File: src/rtl/fft_frame_scheduler.sv
// Round-robin, frame-granular arbiter that shares one streaming FFT sink between NCH capture buffers.
// Define FFT_SCHED_TIMEOUT_EN to enable the first-sample watchdog (err_timeout_o); otherwise it is constant 0.
module fft_frame_scheduler #(
    parameter int W        = 16,
    parameter int NCH      = 2,
    parameter int NSAMPLES = 1024,
    parameter int GAP      = 2,
    parameter int TIMEOUT  = 64
) (
    input  logic                   clk,
    input  logic                   reset,
    input  logic [NCH-1:0]         frame_req_i,
    output logic [NCH-1:0]         frame_start_o,
    input  logic [NCH*W-1:0]       ch_data_i,
    input  logic [NCH-1:0]         ch_valid_i,
    input  logic                   sink_ready_i,
    output logic [W-1:0]           fft_data_o,
    output logic                   fft_valid_o,
    output logic                   fft_sop_o,
    output logic                   fft_eop_o,
    output logic [$clog2(NCH)-1:0] fft_chan_o,
    output logic                   busy_o,
    output logic                   err_overrun_o,
    output logic                   err_stray_o,
    output logic                   err_timeout_o
);
    localparam int              CW        = $clog2(NCH);
    localparam int              NW        = $clog2(NSAMPLES) + 1;
    localparam logic [NW-1:0]   LAST_BEAT = NW'(NSAMPLES - 1);
    localparam logic [3:0]      GAP_LAST  = 4'(GAP - 1);

    typedef enum logic [1:0] {
        S_IDLE   = 2'd0,
        S_STREAM = 2'd1,
        S_GAP    = 2'd2
    } state_t;

    state_t         state_q, state_d;
    logic [CW-1:0]  ptr_q, ptr_d;
    logic [CW-1:0]  chan_q, chan_d;
    logic [NW-1:0]  cnt_q, cnt_d;
    logic [3:0]     gcnt_q, gcnt_d;
    logic [NCH-1:0] start_q, start_d;
    logic [W-1:0]   data_q, data_d;
    logic           valid_q, valid_d;
    logic           sop_q, sop_d;
    logic           eop_q, eop_d;
    logic           busy_q, busy_d;
    logic           overrun_q, overrun_d;
    logic           stray_q, stray_d;

    logic [CW-1:0]  grant_s;
    logic [CW-1:0]  idx_s;
    logic           beat_s;
    logic [W-1:0]   sample_s;
    logic           stray_s;

`ifdef FFT_SCHED_TIMEOUT_EN
    localparam int              TW      = $clog2(TIMEOUT + 1);
    localparam logic [TW-1:0]   WD_LAST = TW'(TIMEOUT - 1);
    logic [TW-1:0]  wd_q, wd_d;
    logic           timeout_q, timeout_d;
`endif

    assign beat_s   = ch_valid_i[chan_q];
    assign sample_s = ch_data_i[int'(chan_q) * W +: W];

    // Round-robin pick: nearest requester strictly after the pointer wins (descending scan, last hit kept).
    always_comb begin
        grant_s = ptr_q;
        idx_s   = '0;
        for (int k = NCH; k >= 1; k--) begin
            idx_s = CW'((int'(ptr_q) + k) % NCH);
            if (frame_req_i[idx_s]) begin
                grant_s = idx_s;
            end else begin
                grant_s = grant_s;
            end
        end
    end

    // Any valid beat that is not from the channel currently streaming is a stray.
    always_comb begin
        stray_s = 1'b0;
        for (int i = 0; i < NCH; i++) begin
            if (ch_valid_i[i] && ((state_q != S_STREAM) || (CW'(i) != chan_q))) begin
                stray_s = 1'b1;
            end else begin
                stray_s = stray_s;
            end
        end
    end

    // Next-state and registered-output logic for the grant/stream/gap sequence.
    always_comb begin
        state_d   = state_q;
        ptr_d     = ptr_q;
        chan_d    = chan_q;
        cnt_d     = cnt_q;
        gcnt_d    = gcnt_q;
        start_d   = '0;
        data_d    = data_q;
        valid_d   = 1'b0;
        sop_d     = 1'b0;
        eop_d     = 1'b0;
        overrun_d = overrun_q;
        stray_d   = stray_q | stray_s;
`ifdef FFT_SCHED_TIMEOUT_EN
        wd_d      = wd_q;
        timeout_d = timeout_q;
`endif
        case (state_q)
            S_IDLE: begin
                if (sink_ready_i && (|frame_req_i)) begin
                    state_d          = S_STREAM;
                    ptr_d            = grant_s;
                    chan_d           = grant_s;
                    start_d[grant_s] = 1'b1;
                    cnt_d            = '0;
`ifdef FFT_SCHED_TIMEOUT_EN
                    wd_d             = '0;
`endif
                end else begin
                    state_d = S_IDLE;
                end
            end
            S_STREAM: begin
                if (!sink_ready_i) begin
                    overrun_d = 1'b1;
                end else begin
                    overrun_d = overrun_q;
                end
                if (beat_s) begin
                    valid_d = 1'b1;
                    data_d  = sample_s;
                    sop_d   = (cnt_q == '0);
                    if (cnt_q == LAST_BEAT) begin
                        eop_d   = 1'b1;
                        cnt_d   = '0;
                        gcnt_d  = '0;
                        state_d = (GAP == 0) ? S_IDLE : S_GAP;
                    end else begin
                        cnt_d = cnt_q + NW'(1);
                    end
                end else begin
`ifdef FFT_SCHED_TIMEOUT_EN
                    // Watchdog only runs while waiting for the first sample of the frame.
                    if (cnt_q == '0) begin
                        if (wd_q == WD_LAST) begin
                            timeout_d = 1'b1;
                            state_d   = S_IDLE;
                        end else begin
                            wd_d = wd_q + TW'(1);
                        end
                    end else begin
                        wd_d = wd_q;
                    end
`else
                    cnt_d = cnt_q;
`endif
                end
            end
            S_GAP: begin
                if (gcnt_q == GAP_LAST) begin
                    state_d = S_IDLE;
                end else begin
                    gcnt_d = gcnt_q + 4'd1;
                end
            end
            default: begin
                state_d = S_IDLE;
            end
        endcase
        busy_d = (state_d != S_IDLE);
    end

    // State and output registers; reset abandons any frame in flight and clears the sticky flags.
    always_ff @(posedge clk or posedge reset) begin
        if (reset) begin
            state_q   <= S_IDLE;
            ptr_q     <= CW'(NCH - 1);
            chan_q    <= '0;
            cnt_q     <= '0;
            gcnt_q    <= '0;
            start_q   <= '0;
            data_q    <= '0;
            valid_q   <= 1'b0;
            sop_q     <= 1'b0;
            eop_q     <= 1'b0;
            busy_q    <= 1'b0;
            overrun_q <= 1'b0;
            stray_q   <= 1'b0;
        end else begin
            state_q   <= state_d;
            ptr_q     <= ptr_d;
            chan_q    <= chan_d;
            cnt_q     <= cnt_d;
            gcnt_q    <= gcnt_d;
            start_q   <= start_d;
            data_q    <= data_d;
            valid_q   <= valid_d;
            sop_q     <= sop_d;
            eop_q     <= eop_d;
            busy_q    <= busy_d;
            overrun_q <= overrun_d;
            stray_q   <= stray_d;
        end
    end

`ifdef FFT_SCHED_TIMEOUT_EN
    // Watchdog counter and its sticky flag.
    always_ff @(posedge clk or posedge reset) begin
        if (reset) begin
            wd_q      <= '0;
            timeout_q <= 1'b0;
        end else begin
            wd_q      <= wd_d;
            timeout_q <= timeout_d;
        end
    end
    assign err_timeout_o = timeout_q;
`else
    assign err_timeout_o = (TIMEOUT < 0) ? 1'b1 : 1'b0;
`endif

    assign frame_start_o = start_q;
    assign fft_data_o    = data_q;
    assign fft_valid_o   = valid_q;
    assign fft_sop_o     = sop_q;
    assign fft_eop_o     = eop_q;
    assign fft_chan_o    = chan_q;
    assign busy_o        = busy_q;
    assign err_overrun_o = overrun_q;
    assign err_stray_o   = stray_q;
endmodule

File: config.mk
export PLATFORM = sky130hd
export DESIGN_NAME = fft_frame_scheduler
export DESIGN_NICKNAME = d
export VERILOG_FILES = /design/src/rtl/fft_frame_scheduler.sv
export SDC_FILE = /design/constraint.sdc
export NUM_CORES = 1
export LEC_CHECK = 0
export BUFFER_PORTS_ARGS = -buffer_cell sky130_fd_sc_hd__buf_2
export CORE_UTILIZATION = 51
export DETAILED_ROUTE_END_ITERATION = 10
export HOLD_SLACK_MARGIN = 0.02
export PLACE_DENSITY_LB_ADDON = 0.15
export SYNTH_ARGS = -nofsm -noshare
export SYNTH_HDL_FRONTEND = slang
export SYNTH_SLANG_ARGS = --single-unit
File: constraint.sdc
create_clock -name clk -period 2 [get_ports clk]
set_clock_uncertainty 0.15 [all_clocks]
set_input_delay 0.5 -clock clk [delete_from_list [all_inputs] [get_ports clk]]
set_output_delay 0.5 -clock clk [all_outputs]
set_load 0.02 [all_outputs]
* After elaboration in Yosys (flattened, before gate mapping)
Cells that the tools add are included.
Storage, ports and cells: register bits after elaboration 43, input bits 39
Operators by class: add/subtract/negate cells 4, magnitude comparators 5, eq/ne operators 9, shifts and indexed selects 1, muxes and demuxes 34, bitwise gates (word level) 3, reduce and logical (&&, ||, !) cells 17
Operators by type and width (count):
- $mux 11 | 3
- $shiftx 32x6->16 | 1
- $pmux 11 s2 | 1
- $mux 1 | 19
- $mux 4 | 3
- $add 11x1->11 const B | 1
- $eq 11x10->1 const B | 1
- $logic_not 11->1 | 1
- $mux 2 | 5
- $lt 1x2->1 const B | 4
- $ne 2x2->1 const B | 4
- $pmux 4 s2 | 1
- $pmux 2 s3 | 1
- $reduce_and 2->1 | 3
- $reduce_bool 2->1 | 3
- $add 4x1->4 const B | 1
- $eq 4x1->1 const B | 1
- $logic_and 1x1->1 | 4
- $reduce_and 4->1 | 1
- $reduce_and 3->1 | 1
- $add 1x1->1 const B | 2
- $eq 2x1->1 const B | 1
- $eq 2x2->1 const B | 1
- $logic_not 2->1 | 1
- other kinds (7) | 9

* Logic depth before layout (Yosys ltp)
Gate-level depths: netlist of run 1.
word-level depth 11, mapped depth 6, depth with buffers taken out 5

* Worst setup path before layout of run 1
Ideal clock, no wire load.
path type register to register, start point reg chan_q (netlist: fft_chan_o), end point reg data_q[0] (netlist: fft_data_o[0]), setup time 0.132 ns, arrival 1.277 ns, setup slack 0.441 ns, cell stages (with the launch flop) 5, cell sequence dfrtp_1 -> mux2i_1 -> nand2b_2 -> clkbuf_1 -> o21ai_1
Between the ends: longest elaborated chain between the ends 3, elaborated cells between the ends (all ways) 4, classes of those cells shift (1); mux (2); reduce/logical (1)
RTL lines:
- start, declared | line 40 | logic [CW-1:0] chan_q, chan_d;
- start signal, assigned | line 196 | chan_q <= chan_d;
- parallel branches: the longest is 3 deep, another holds $shiftx 32x6->16
- end signal, assigned | line 200 | data_q <= data_d;
- end, declared | line 44 | logic [W-1:0] data_q, data_d;
Parallel ways; which one is timed is not known. The select of a mux whose other input is x is not followed. A chain may end at the register's enable or synchronous reset.

* Worst setup path in the final report of run 1
start point reg chan_q (netlist: fft_chan_o), end point out fft_chan_o
RTL lines:
- end, declared | line 21 | output logic [$clog2(NCH)-1:0] fft_chan_o,
No word-level cell between the ends.

==> results of run 1 <==
-- flip-flops by register name, indices dropped and copies added, names as in the netlist --
name	flops
fft_chan_o	1
cnt_q	11
fft_data_o	16
fft_sop_o	1
gcnt_q	4
busy_o	1
fft_valid_o	1
err_overrun_o	1
ptr_q	1
frame_start_o	2
state_q	2
err_stray_o	1
fft_eop_o	1
-- layout make-up --
| type | instances | area [um^2] |
|---|---|---|
| fillers | 367 | 1446 |
| flip-flops and latches | 43 | 1077 |
| multi-input cells | 141 | 927.1 |
| repair buffers | 70 | 380.4 |
| clock buffers | 8 | 80.08 |
| well taps | 50 | 62.56 |
| inverters | 7 | 26.28 |
-- logic make-up (layout without fill, tap and decap cells) --
group,after synthesis,in the layout,synth area share
simple gates,66,66,0.1731
buf+inv,19,85,0.05038
mux,18,18,0.08536
fa+ha+maj,4,4,0.02371
other cells,1,1,0.001777
xor+xnor,2,2,0.008300
compound gates,50,50,0.1470
flops,43,43,0.5104
-- per-stage QoR --
stage	setup slack, ns	hold slack (ns)
global placement	0.1800	0.3051
floorplan	0.3489	0.3182
finish	0.1604	0.1003
CTS	0.1409	0.1057
global route	0.1005	0.1319
detailed placement	0.1190	0.3181
-- layer usage --
metal	global-route usage	vias to the layer above
met3	0.06034	5
met2	0.3316	41
met1	0.2862	798
met5	0	-
li1	-	845
met4	0.07447	0
-- path summary, 6_finish.rpt --
check	from	to	slack [ns]	cells past startpoint
worst max-delay path	fft_chan_o	fft_chan_o	0.16	2
worst min-delay path	reset	fft_data_o[1]	0.10	3
worst max register to register	cnt_q[0]	cnt_q[5]	0.23	5
worst min register to register	err_overrun_o	err_overrun_o	0.33	1
max in group asynchronous	reset	ptr_q	1.33	3
min in group clk	sink_ready_i	err_overrun_o	0.27	2
-- synthesized netlist by cell type, types with 2 or more instances --
cell type	number	share of area
nand3_1	5	0.012
buf_4	2	0.0071
a21oi_1	3	0.0071
buf_6	3	0.016
inv_1	6	0.011
o21a_1	2	0.0071
clkbuf_1	3	0.0053
dfrtp_1	42	0.50
mux2i_1	18	0.085
nor2_1	10	0.018
o21ai_1	23	0.055
a21o_1	3	0.011
a31oi_1	5	0.015
o21bai_1	2	0.0071
nand2_1	27	0.048
nand2b_1	3	0.0089
ha_1	4	0.024
buf_2	4	0.0095
o31ai_1	3	0.011
nand4_1	4	0.012
or3_1	2	0.0059
-- worst register-to-register path, stage by stage, from the launching register on --
cell and delay [ns]:
dfrtp_1 0.43, ha_1 0.25, and4b_1 0.21, nand4_4 0.17, nand2_1 0.13, o311ai_1 0.31
-- power by group --
part	switching [mW]	total, mW	internal (mW)
combinational	0.976	1.60	0.628
sequential	0.210	1.39	1.18
clock	0.267	0.515	0.248
==> out/qor.txt, run 1 <==
outcome: finished, final reports clean
clock buffer depth: 2
Setup TNS Final: 0 ns
crit-path max cell delay: 0.37 ns
EDFF count, synth: 0
Netlist cell types: 50
Routed Antenna Nets: 0
placer congestion estimate: 0.8215
CP Capture Type: output port
via count: 1,689
Crit Path Max Fanout: 20
# port buffers: 63
Met2 Wirelength: 1.960 mm
most used flip-flop cell after synthesis: dfrtp_1
Starting Density: 0.5277
FMAX: 0.5436 GHz
HPWL Detailed: 3.004 mm
syn avg cell area: 10.40 um^2
final setup fails: 0
Die Area: 4400 um^2
mapped cell area: 2111 um^2
Die X: 66.34 um
global-route wire length before repair: 6.934 mm
share of layout cells above drive strength 1: 0.3160
DRT iter0 DRCs: 85
Reg clk slew, reported paths: 0.07 ns
fin crit share: 0.9198
commonest non-fill, non-tap cell in the layout: buf_2
Worst Path Required: 1.35 ns
worst skew pair latency: 0.29 ns
unrepaired setup endpoints after global routing: false
clock sinks: 43
delay-heaviest family, CP: buffers and inverters
Syn-to-layout area delta: 20.98%
Hold Crit Class: primary input to asynchronous set/reset pin
largest net degree at the start of global routing: 44
number of global-route vias before repair: 1,553
Via density: 5.295
Num CTS Buffers: 5
die height: 66.34 um
slowest CP cell: dfrtp_1
Leakage Power: 1.254 nW
nets: 311
Clock Root Buffer: clkbuf_8
initial antenna violation count: 0
core area: 4000 um^2
CTS tree: built
First-pass DRT Iterations: 6
hold buffers post-CTS: 0
Residual DRC: 0
wire per inst: 13.14 um
most frequent cells in the layout: buf_2 (63), dfrtp_1 (42), nand2_1 (27), o21ai_1 (23), mux2i_1 (18)
post-CTS sizing: 0
Mapped Cells: 203
WL met3: 206 um
Total Power: 3.505 mW
Slew Limit Fails: 0
Total GRT Usage: 0.2142
placed instance count: 311
DR top layer: met4
wl on met1: 1.987 mm
fin util: 0.6384
Synth Warn #: 0
#FFs+latches synth: 43
post-synthesis sequential area ratio: 0.5104
Row Count: 23
Buf/Inv on CP: 2
area post-placement: 2474 um^2
Critical Path, Cell by Cell: buf_4, buf_2
H-tree Lvls: 2
fin cells: 319
grt total ovfl: 0
final WL: 4.193 mm
Max-Cap Viols: 0
critical path launch point type: register
Critical Path AT: 1.19 ns
Post-synth ARST share: 1.000
cell area after layout: 2554 um^2
syn_nets: 246
Max VDD drop: 0.0008429 V
total I/O pin count: 65
post-CTS setup buffers: 0
crit path kind: register to output port
final hold vios: 0
minimum clock period: 1.840 ns
number of diodes: 0
pwr/cell area: 1373 nW/um^2
Note: power is estimated with default switching activity, not from simulation.
==> inputs of run 2 (changes only) <==
==> constraint.sdc (replaced) <==
create_clock -name clk -period 2 [get_ports clk]
set_clock_uncertainty 0.15 [all_clocks]
set_input_delay 0.6 -clock clk [delete_from_list [all_inputs] [get_ports clk]]
set_output_delay 0.6 -clock clk [all_outputs]
set_load 0.02 [all_outputs]
==> run 2 against run 1 <==
  * Cell area rose by 1.5%
  * Via count rose by 0.89%
  * Global-route usage rose by 0.34 points
  * Sequential power barely moved
  * Largest power group unchanged
  * Sequential share of layout area fell by 0.61 points
  * Cell count did not move
  * Combinational power barely moved
  * Non-clock buffer count did not move
  * Core utilization rose by 0.94 points
  * Largest cell class unchanged
  * Worst setup slack got worse by 0.091 ns
==> out/qor.txt, run 2 (synthesis results as in run 1) <==
outcome: finished, final reports clean
Net Sw Frac: 0.3991 (-0.01539)
First-pass DRT Iterations: 6 (unchanged)
CP Capture Type: output port
fin crit share: 0.9653 (+0.04553)
DRT iter0 DRCs: 120 (+41%)
Max VDD drop: 0.0009761 V (+16%)
Met2 Wirelength: 1.994 mm (+1.7%)
max FFs per register: 16 (unchanged)
final setup fails: 0 (unchanged)
final hold vios: 0 (unchanged)
WL met3: 203 um (-1.5%)
# port buffers: 63 (unchanged)
grt total ovfl: 0 (unchanged)
final WL: 4.150 mm (-1.0%)
Setup TNS Final: 0 ns (unchanged)
via count: 1,704 (+0.89%)
clock buffer depth: 2 (unchanged)
clock sinks: 43 (unchanged)
number of diodes: 0 (unchanged)
crit path kind: register to output port
placer congestion estimate: 0.8345 (+1.6%)
HPWL Detailed: 2.980 mm (-0.82%)
CTS tree: built
Crit Path Max Fanout: 20 (unchanged)
worst skew pair latency: 0.29 ns (about the same)
total I/O pin count: 65 (unchanged)
largest net degree at the start of global routing: 44 (unchanged)
Hold Crit Class: primary input to asynchronous set/reset pin
wire per inst: 13.01 um (-1.0%)
Worst R2R End: cnt_q[5]
Slew Limit Fails: 0 (unchanged)
placed instance count: 311 (unchanged)
Clock Root Buffer: clkbuf_8
Syn-to-layout area delta: 22.76%
global-route wire length before repair: 7.148 mm (+3.1%)
Num CTS Buffers: 5 (unchanged)
core area: 4000 um^2 (unchanged)
Via density: 5.342 (+0.89%)
hold buffers post-CTS: 0 (unchanged)
Total GRT Usage: 0.2176 (+0.003440)
Row Count: 23 (unchanged)
critical path launch point type: register
share of layout cells above drive strength 1: 0.3271 (+0.01115)
unrepaired setup endpoints after global routing: false
most frequent cells in the layout: buf_2 (63), dfrtp_1 (42), nand2_1 (27), o21ai_1 (23), mux2i_1 (18)
Die Area: 4400 um^2 (unchanged)
number of global-route vias before repair: 1,578 (+1.6%)
post-CTS setup buffers: 0 (unchanged)
r2r setup slk: 0.21 ns (-0.02 ns)
Reg2Reg Depth: 5 (unchanged)
nets: 311 (unchanged)
Critical Path AT: 1.18 ns (about the same)
Routed Antenna Nets: 0 (unchanged)
commonest non-fill, non-tap cell in the layout: buf_2
clock share of power: 0.186 (+0.039)
Int Power: 2.207 mW (+7.6%)
Max-Cap Viols: 0 (unchanged)
H-tree Lvls: 2 (unchanged)
minimum clock period: 1.931 ns (+0.09106 ns)
DR top layer: met4
Residual DRC: 0 (unchanged)
part of the power in combinational logic: 0.437 (-0.021)
Seq pwr share: 0.377 (-0.018)
initial antenna violation count: 0 (unchanged)
post-CTS sizing: 0 (unchanged)
Starting Density: 0.5277 (unchanged)
origin of the critical flop-to-flop path: cnt_q[0]
Worst Path Required: 1.25 ns (-0.10 ns)
Reg clk slew, reported paths: 0.08 ns (about the same)
pwr/cell area: 1418 nW/um^2 (+3.3%)
Leakage Power: 1.276 nW (+1.8%)
FMAX: 0.5180 GHz (-4.7%)
fin cells: 319 (unchanged)
Die X: 66.34 um (unchanged)
sw power: 1.466 mW (+0.92%)
Layout fillers: 345 (-6.0%)
wl on met1: 1.905 mm (-4.1%)
die height: 66.34 um (unchanged)
[run 2: cell count changes in the layout (fill, tap and decap cells not counted), sizes merged]
cell    delta
clkinv     +1
bufinv     +1
clkbuf     -2
[run 2: metrics by stage]
| stage | setup WS, ns | hold WS, ns | cell area [um^2] | power [mW] | utilization |
|---|---|---|---|---|---|
| after CTS | 0.04023 | 0.2167 | 2591 | 3.715 | 0.6478 |
| after floorplan | 0.2489 | 0.3182 | 2111 | 2.585 | - |
| after global placement | 0.1497 | 0.3046 | 2474 | 2.990 | 0.6184 |
| after global routing | 0.004415 | 0.2284 | 2591 | 3.966 | 0.6478 |
| final | 0.06939 | 0.2074 | 2591 | 3.674 | 0.6478 |
| after detailed placement | 0.1422 | 0.3100 | 2474 | 3.021 | 0.6184 |
[run 2: how the worst max path moves through the flow]
stage	slack [ns]	from	endpoint	cells past startpoint
final	0.07	fft_chan_o	fft_chan_o	2
after global routing	0.004	fft_chan_o	fft_chan_o	2
after CTS	0.04	fft_chan_o	fft_chan_o	2
after detailed placement	0.14	ch_valid_i[1]	fft_data_o[5]	5
after global placement	0.15	ch_valid_i[1]	cnt_q[4]	5
after floorplan	0.25	reset	busy_o	1
[run 2: cell type report]
type / instances / area [um^2] / area share
multi-input cells: 141 / 927.1 / 0.3578
well taps: 50 / 62.56 / 0.02414
repair buffers: 70 / 380.4 / 0.1468
clock inverters: 2 / 35.03 / 0.01352
flip-flops and latches: 43 / 1077 / 0.4157
inverters: 7 / 26.28 / 0.01014
clock buffers: 6 / 82.58 / 0.03187
[run 2: worst max-delay path, stage by stage (launching register included)]
cell and delay [ns]:
dfrtp_1 0.36, buf_4 0.30, buf_2 0.23
[run 2: layer usage]
layer	GRT usage	vias up
li1	-	842
met1	0.2874	797
met2	0.3482	59
met3	0.05517	6
met4	0.06915	0
met5	0	-
[run 2: power by group through the flow]
stage	registers, mW	clock network [mW]	logic, mW
CTS	1.39	0.700	1.63
global placement	1.40	0	1.59
detailed placement	1.40	0	1.62
global route	1.43	0.738	1.80
finish	1.38	0.685	1.61
floorplan	1.61	0	0.971
==> inputs of run 3 (changes only) <==
Settings changed: ABC_AREA from default to 1.
==> run 3 against run 2 <==
  * Register-to-register slack better by 0.09 ns
  * Total power is 9.1% lower
  * Synthesized cell count is 25% higher
  * Sequential power hardly changed
  * Highest routed layer unchanged
  * Count of clock-buffer cells in the layout is 1 higher
  * Clock power is 11% lower
  * Via count is 9.6% higher
  * Critical endpoint unchanged
  * Wire length is 2.4% higher
  * Die area is 0.86% higher
  * Synthesized area is 0.89% higher
==> out/qor.txt, run 3 <==
outcome: finished, final reports clean
fin crit share: 0.8630 (-0.1023)
Num CTS Buffers: 5 (unchanged)
Post-synth top cells: nand2_1 (61), dfrtp_1 (42), nor2_1 (32), inv_1 (25), a31oi_1 (16)
largest net degree at the start of global routing: 35 (-20%)
post-CTS sizing: 0 (unchanged)
origin of the critical flop-to-flop path: cnt_q[0]
pwr/cell area: 1278 nW/um^2 (-9.9%)
Slew Limit Fails: 0 (unchanged)
EDFF count, synth: 0 (unchanged)
Synth top area share: 0.4935 (-0.004388)
Hold Crit Class: primary input to asynchronous set/reset pin
Reg clk slew, reported paths: 0.08 ns (about the same)
final WL: 4.249 mm (+2.4%)
Netlist cell types: 32 (-36%)
leading area contributor after synthesis: dfrtp_1
Post-synth ARST share: 1.000 (unchanged)
nets: 364 (+17%)
crit path kind: register to output port
Fin Hold WS: 0.1530 ns (-0.05440 ns)
final hold vios: 0 (unchanged)
top-count cell post-synth: nand2_1
Synth Warn #: 0 (unchanged)
Buf/Inv on CP: 1 (-1)
syn_nets: 297 (+21%)
post-synthesis compound-gate area fraction: 0.1081 (-0.03890)
main combinational cell family by area after synthesis: simple AND/OR/NAND/NOR gates
dominant cells by area after synthesis: dfrtp_1 (49%), nand2_1 (11%), nor2_1 (5.6%)
Critical Path AT: 0.98 ns (-0.20 ns)
crit-path max cell delay: 0.47 ns (+0.11 ns)
slowest CP cell: dfrtp_1
critical path launch point type: register
global-route wire length before repair: 7.044 mm (-1.5%)
hold buffers post-CTS: 0 (unchanged)
CP Capture Type: output port
clock buffer depth: 2 (unchanged)
share of layout cells above drive strength 1: 0.2795 (-0.04763)
Mapped Cells: 254 (+25%)
Syn-to-layout area delta: 22.68% (about the same)
commonest non-fill, non-tap cell in the layout: buf_2
Crit Path Max Fanout: 6 (-70%)
mapped cell area: 2130 um^2 (+0.89%)
most used flip-flop cell after synthesis: dfrtp_1
delay-heaviest family, CP: flip-flops
met3 Resource Use GR: 0.05651 (+0.001334)
Starting Density: 0.5324 (+0.004692)
Simple-Gate Fraction of Synth Area: 0.2832 (+0.1101)
Synth Area in XOR/XNOR: 0 (-0.008299)
number of diodes: 0 (unchanged)
mux contribution to synthesized area: 0 (-0.08536)
post-CTS setup buffers: 0 (unchanged)
max FFs per register: 16 (unchanged)
GRT busiest layer: met2
Max-Cap Viols: 0 (unchanged)
post-synthesis sequential area ratio: 0.5059 (-0.004498)
wire per inst: 11.42 um (-12%)
Total GRT Usage: 0.2102 (-0.007486)
minimum clock period: 1.726 ns (-0.2045 ns)
Die Area: 4438 um^2 (+0.86%)
HPWL Detailed: 3.203 mm (+7.5%)
die height: 66.62 um (+0.43%)
Residual DRC: 0 (unchanged)
Die X: 66.62 um (+0.43%)
clock sinks: 43 (unchanged)
fin util: 0.6531 (+0.005317)
# port buffers: 63 (unchanged)
via count: 1,867 (+9.6%)
Clock Root Buffer: clkbuf_8
FMAX: 0.5793 GHz (+12%)
grt total ovfl: 0 (unchanged)
Worst R2R End: busy_o
Via density: 5.019 (-6.0%)
r2r setup slk: 0.30 ns (+0.09 ns)
cell area after layout: 2613 um^2 (+0.82%)
Routed Antenna Nets: 0 (unchanged)
initial antenna violation count: 0 (unchanged)
met2 Use GR: 0.3472 (-0.0009921)
CTS tree: built
final setup fails: 0 (unchanged)
First-pass DRT Iterations: 4 (-2)
Row Count: 23 (unchanged)
adder-cell share of the synthesized area: 0.02350 (-0.0002090)
#FFs+latches synth: 43 (unchanged)
H-tree Lvls: 2 (unchanged)
Leakage Power: 1.298 nW (+1.7%)
unrepaired setup endpoints after global routing: false
Worst Path Required: 1.25 ns (about the same)
total I/O pin count: 65 (unchanged)
most frequent cells in the layout: buf_2 (63), nand2_1 (61), dfrtp_1 (42), nor2_1 (32), inv_1 (25)
Critical Path, Cell by Cell: buf_2
DRT iter0 DRCs: 106 (-12%)
core area: 4000 um^2 (unchanged)
Max VDD drop: 0.0008115 V (-17%)
met1 Usage GRT: 0.2654 (-0.02209)
number of global-route vias before repair: 1,660 (+5.2%)
syn avg cell area: 8.384 um^2 (-19%)
worst skew pair latency: 0.29 ns (about the same)
placer congestion estimate: 0.8400 (+0.66%)
area post-placement: 2509 um^2 (+1.4%)
Setup TNS Final: 0 ns (unchanged)
Reg2Reg Depth: 8 (+3)
run 3: cell types whose count changed after synthesis, sizes merged, moves of 11 or more:
cell   delta
nor2     +22
a31oi    +11
nand3    +12
nand2    +39
mux2i    -18
inv      +19
run 3: cells by family after synthesis:
logic type | count (synthesis)
AOI/OAI and AO/OA | 38
adders and majority gates | 4
buffers and inverters | 35
DFF | 43
other | 1
and+or+nand+nor | 133
run 3: cell type report:
class	count	area [um^2]
clock buffers	7	96.34
flip-flops and latches	43	1077
clock inverters	1	7.507
fillers	346	1388
well taps	50	62.56
inverters	27	103.9
multi-input cells	176	887.1
repair buffers	68	377.9
run 3: power by group:
group | internal, mW | switching [mW]
clock network | 0.314 | 0.294
logic | 0.473 | 0.893
registers | 1.16 | 0.204
run 3: routing by layer:
layer / share of wire / up-vias
li1: - / 964
met1: 0.45 / 840
met2: 0.49 / 58
met3: 0.049 / 5
met4: 0.011 / 0
met5: 0 / -
run 3: worst max-delay path by stage:
stage | cells after the start | startpoint | slack (ns) | endpoint
after global routing | 7 | cnt_q[0] | 0.03 | gcnt_q[0]
final | 1 | fft_chan_o | 0.27 | fft_chan_o
after floorplan | 1 | reset | 0.25 | busy_o
after detailed placement | 7 | frame_req_i[1] | 0.20 | cnt_q[5]
after global placement | 7 | ch_valid_i[0] | 0.22 | cnt_q[3]
after CTS | 1 | fft_chan_o | 0.26 | fft_chan_o
run 3: stage by stage:
stage	cells	power [mW]	setup slack [ns]
floorplan	254	2.390	0.2489
global placement	364	2.735	0.2184
detailed placement	364	2.759	0.1972
CTS	372	3.372	0.2584
global route	372	3.598	0.03436
finish	372	3.339	0.2739
